### config.mk
export PLATFORM = sky130hd
export DESIGN_NAME = imem_loader
export DESIGN_NICKNAME = d
export VERILOG_FILES = /design/src/rtl/imem_loader.sv
export SDC_FILE = /design/constraint.sdc
export NUM_CORES = 2
export LEC_CHECK = 0
export BUFFER_PORTS_ARGS = -buffer_cell sky130_fd_sc_hd__buf_2
export CAP_MARGIN = 20
export CORE_ASPECT_RATIO = 1.25
export CORE_MARGIN = 8
export CORE_UTILIZATION = 53
export CTS_BUF_LIST = sky130_fd_sc_hd__clkbuf_8
export CTS_CLUSTER_DIAMETER = 80
export DETAILED_ROUTE_END_ITERATION = 10
export PLACE_DENSITY = 0.76
export SYNTH_ARGS = -nofsm -noshare
export SYNTH_HDL_FRONTEND = slang
export SYNTH_SLANG_ARGS = --single-unit
export TNS_END_PERCENT = 10
### constraint.sdc
create_clock -name clk -period 5.1 [get_ports clk]
set_clock_uncertainty 0.15 [all_clocks]
set_input_delay 0.51 -clock clk [delete_from_list [all_inputs] [get_ports clk]]
set_output_delay 0.51 -clock clk [all_outputs]
set_load 0.01 [all_outputs]
### src/rtl/imem_loader.sv
// Byte-stream program loader feeding a 256-byte instruction memory, with
// a wrapping big-endian fetch port, a load checksum and a sticky misaligned-fetch flag.
module imem_loader #(
  parameter int DEPTH_BYTES = 256
) (
  input  logic        clk,
  input  logic        rst,
  input  logic        start,
  input  logic [6:0]  word_count,
  input  logic        byte_valid,
  input  logic [7:0]  byte_data,
  output logic        byte_ready,
  input  logic [31:0] fetch_addr,
  output logic [31:0] fetch_instr,
  output logic        run,
  output logic [31:0] checksum,
  output logic        misalign
);

  typedef enum logic [1:0] {
    S_IDLE = 2'd0,
    S_LOAD = 2'd1,
    S_DONE = 2'd2
  } state_e;

  state_e      state_q;
  logic [7:0]  ptr_q;
  logic [8:0]  cnt_q;
  logic [8:0]  total_q;
  logic [23:0] asm_q;
  logic [31:0] checksum_q;
  logic        misalign_q;
  logic        run_q;
  logic        ready_q;

  logic [7:0]  mem [DEPTH_BYTES];

  logic        xfer;
  logic [31:0] word_d;
  logic [8:0]  cnt_d;
  logic [7:0]  a0, a1, a2, a3;
  logic        unused_addr_hi;

  // Reset outranks any transfer, so the aborted cycle never writes memory.
  assign xfer   = ready_q & byte_valid & ~rst;
  assign word_d = {asm_q, byte_data};
  assign cnt_d  = cnt_q + 9'd1;

  always_ff @(posedge clk) begin
    if (rst) begin
      state_q    <= S_IDLE;
      ptr_q      <= 8'd0;
      cnt_q      <= 9'd0;
      total_q    <= 9'd0;
      asm_q      <= 24'd0;
      checksum_q <= 32'd0;
      misalign_q <= 1'b0;
      run_q      <= 1'b0;
      ready_q    <= 1'b0;
    end else begin
      case (state_q)
        S_IDLE, S_DONE: begin
          if (start) begin
            ptr_q      <= 8'd0;
            cnt_q      <= 9'd0;
            asm_q      <= 24'd0;
            checksum_q <= 32'd0;
            misalign_q <= 1'b0;
            total_q    <= {word_count, 2'b00};
            if (word_count == 7'd0) begin
              state_q <= S_DONE;
              run_q   <= 1'b1;
              ready_q <= 1'b0;
            end else begin
              state_q <= S_LOAD;
              run_q   <= 1'b0;
              ready_q <= 1'b1;
            end
          end else if (run_q && (fetch_addr[1:0] != 2'b00)) begin
            misalign_q <= 1'b1;
          end
        end
        S_LOAD: begin
          if (xfer) begin
            ptr_q <= ptr_q + 8'd1;
            cnt_q <= cnt_d;
            asm_q <= word_d[23:0];
            if (cnt_q[1:0] == 2'b11) begin
              checksum_q <= checksum_q ^ word_d;
            end
            if (cnt_d == total_q) begin
              state_q <= S_DONE;
              run_q   <= 1'b1;
              ready_q <= 1'b0;
            end
          end
        end
        default: begin
          state_q <= S_IDLE;
          run_q   <= 1'b0;
          ready_q <= 1'b0;
        end
      endcase
    end
  end

  // Memory has no reset: an aborted or shorter load leaves older bytes intact.
  always_ff @(posedge clk) begin
    if (xfer) begin
      mem[ptr_q] <= byte_data;
    end
  end

  assign a0 = fetch_addr[7:0];
  assign a1 = a0 + 8'd1;
  assign a2 = a0 + 8'd2;
  assign a3 = a0 + 8'd3;
  assign unused_addr_hi = ^fetch_addr[31:8];

  assign fetch_instr = run_q ? {mem[a0], mem[a1], mem[a2], mem[a3]} : 32'h0000_0000;
  assign byte_ready  = ready_q;
  assign run         = run_q;
  assign checksum    = checksum_q;
  assign misalign    = misalign_q;

endmodule

==> flow_summary.ini <==
[yosys]
synth_nets = 8519
yosysUniqueCellTypes = 78
synthesis.area_sq_mm = 0.131
yosys_warnings = 0
synthCells = 8459
synth_flop_cell = edfxtp_1
postSynth.asyncResetShare_pct = 0
synth-edff-count = 2048
ys_ff_latch = 2131
syn_avg_cell_area_sq_um = 15.5
ys_seq_area_share_pct = 48.1

[critical_path]
crit_family = compound AO/OA/AOI/OAI gates
cp_slowest_cell = a21boi_0
endpoint_kind = output pin
crit_buf_inv = 6
critPathLaunch = fetch_addr[1]
crit_top_cell = buf_4
start_kind = input pin
crit_end = fetch_instr[19]
worstRegToRegCells = 6
cp_slowest_stage_delay_ns = 0.79
crit_chain = buf_8, buf_4, ha_1, nand2_1, nand3_1, o21ai_0, a21o_4, buf_12, buf_4, a32oi_1, nand3_1, a21boi_0, or4_1, buf_4, buf_2
cp.required_ns = 4.44
path_max_fanout = 19
worst-r2r-setup-slack_ns = 0.53
r2r_start = state_q[0]
crit_arrival_ns = 4.64
crit_cells = 15
rr_endpoint = mem[13][2]
worstSetupPathType = input pin to output pin

[cells_and_area]
fin_cells = 12609
finalInstanceArea_sq_mm = 0.148
area_growth_pct = 12.6
final_common_cell = edfxtp_1
fin_nets = 9054
layout_common_cells = 2048 x edfxtp_1, 1875 x mux4_2, 1116 x nand2_1
final_layout_size_suffix_gt1_share_pct = 37.1

[timing]
finalCritPeriodShare_pct = 104
fin_ws_ns = -0.197
relSlewSlack_pct = 3.07
hold_viol_final = 0
setup_viol = 13
final.min_clock_period_ns = 5.30
slew_viol_final = 0
rsz0062_at_grt = yes
fmax_mhz = 189
worst_pin_slew_ns = 1.44

[routing]
firstDrtPassIters = 9
drtIter0Drc = 17188
post_drt_wl_per_cell_um = 40.7
drc_errors = 0
viasPerCell = 7.76
final_antenna_net_count = 0
vias = 97800
wl_um = 513000

[status]
violations = negative setup slack
status = finished with violations

[floorplan]
rows = 204
die_h_um = 573
die_area_sq_mm = 0.264
start_util_pct = 53.2
core-area_sq_mm = 0.247
boundaryPins = 118
die_w_um = 461

[clock_network]
cts_buffer_depth = 4
path_clk_slew_ns = 0.06
cts_made_buffers = 345
clkLatencyLatePin_ns = 1.07
clock-sinks = 2131
htreeDepth = 5
clockRootBuffer = clkbuf_8
cts_tree = yes

[flow_run]
cap_viol_max_count = 0

[placement]
placed_cells = 11908
place_hpwl_um = 356000
place.gp.congestion = 1.05
placed_area_sq_mm = 0.140
port_buffers = 93

[power]
power_density_mw_per_mm2 = 293
p_leak_nw = 49.6
ir_drop_mv = 0.245

[grt]
grt_pass1_wl_um = 712000
antenna_found_initial = 48
first_global_vias = 94890
grt_usage_pct = 38.0
grt-ovfl-total = 0
grt_max_degree = 149

[hold_path]
min_path_type = input pin to flop
[worst min path at each step]
| stage | startpoint | end | slack, ns | cells after the start |
|---|---|---|---|---|
| after global routing | byte_data[4] | mem[145][4] | 0.006 | 1 |
| after global placement | asm_q[23] | asm_q[23] | 0.29 | 2 |
| after detailed placement | asm_q[16] | asm_q[16] | 0.30 | 2 |
| after floorplan | asm_q[16] | asm_q[16] | 0.28 | 2 |
| after CTS | byte_data[4] | mem[145][4] | 0.03 | 1 |
| final | byte_data[4] | mem[145][4] | 0.006 | 1 |
[through the flow]
step                      setup TNS [ns]  total power (W)  util (%)  setup slack, ns  hold WS (ns)
after floorplan                        0           0.0242         -            0.358         0.282
after detailed placement          -0.979           0.0276      56.9           -0.218         0.302
after global placement             -1.28           0.0275      56.9           -0.397         0.292
after CTS                              0           0.0428      59.8           0.0363        0.0345
after global routing             -0.0197           0.0439      59.9          -0.0197       0.00611
final                             -0.999           0.0433      59.9           -0.197       0.00588
[state kept, by name (all words and copies together) (netlist names)]
name / count
mem: 2048
checksum: 32
asm_q: 24
cnt_q: 9
ptr_q: 8
total_q: 7
misalign: 1
run: 1
state_q: 1
[timing repair]
action                                  4_1_cts  5_1_grt
hold buffers                                 29        0
endpoints found under the setup margin        7       19
pin swaps                                     0        2
setup buffers                                 0        5
gates resized for setup                       9       15
endpoints found under the hold margin       261        0
[logic make-up (layout without fill, tap and decap cells)]
family,Yosys count,after routing,synth area share (%)
AOI/OAI and AO/OA,843,843,4.52
xor gates and xnor gates,75,75,0.511
adders and majority gates,9,9,0.0857
buffers and inverters,832,1640,3.45
DFF,2131,2131,48.1
muxes,2471,2471,36.7
other,0,46,0
and+or+nand+nor,2098,2098,6.63
[cell usage after synthesis, types with 83 or more instances]
cell type,n,area share (%)
nor2_1,515,1.5
buf_4,133,0.76
a32oi_1,130,0.87
buf_2,286,1.1
clkbuf_1,256,0.73
nand3_1,219,0.83
mux2i_1,544,4.1
dfxtp_1,83,1.3
nand2_1,1133,3.2
a21oi_1,246,0.94
edfxtp_1,2048,47
mux4_2,1875,32
[per-layer routing]
layer,global-route usage (%),share of wire [%]
met5,0.0362,0.027
met4,36.2,13
met3,13.0,15
met2,55.9,43
met1,43.2,29
[layout make-up]
type | count | area (sq um)
clock inverter | 262 | 2010
multi-input combinational | 5496 | 64100
sequential | 2131 | 63200
clock buffer | 358 | 4930
fill | 18137 | 98900
tap | 3296 | 4120
timing repair buffer | 991 | 9330
antenna | 46 | 115
inverter | 29 | 121
[report_power, final]
group	total, W	internal, W	switching [W]
Combinational	0.00848	0.00328	0.00521
Sequential	0.0192	0.0192	0.0000161
Clock	0.0156	0.00810	0.00749
Total	0.0433	0.0306	0.0127
Note: power is estimated with default switching activity, not from simulation.
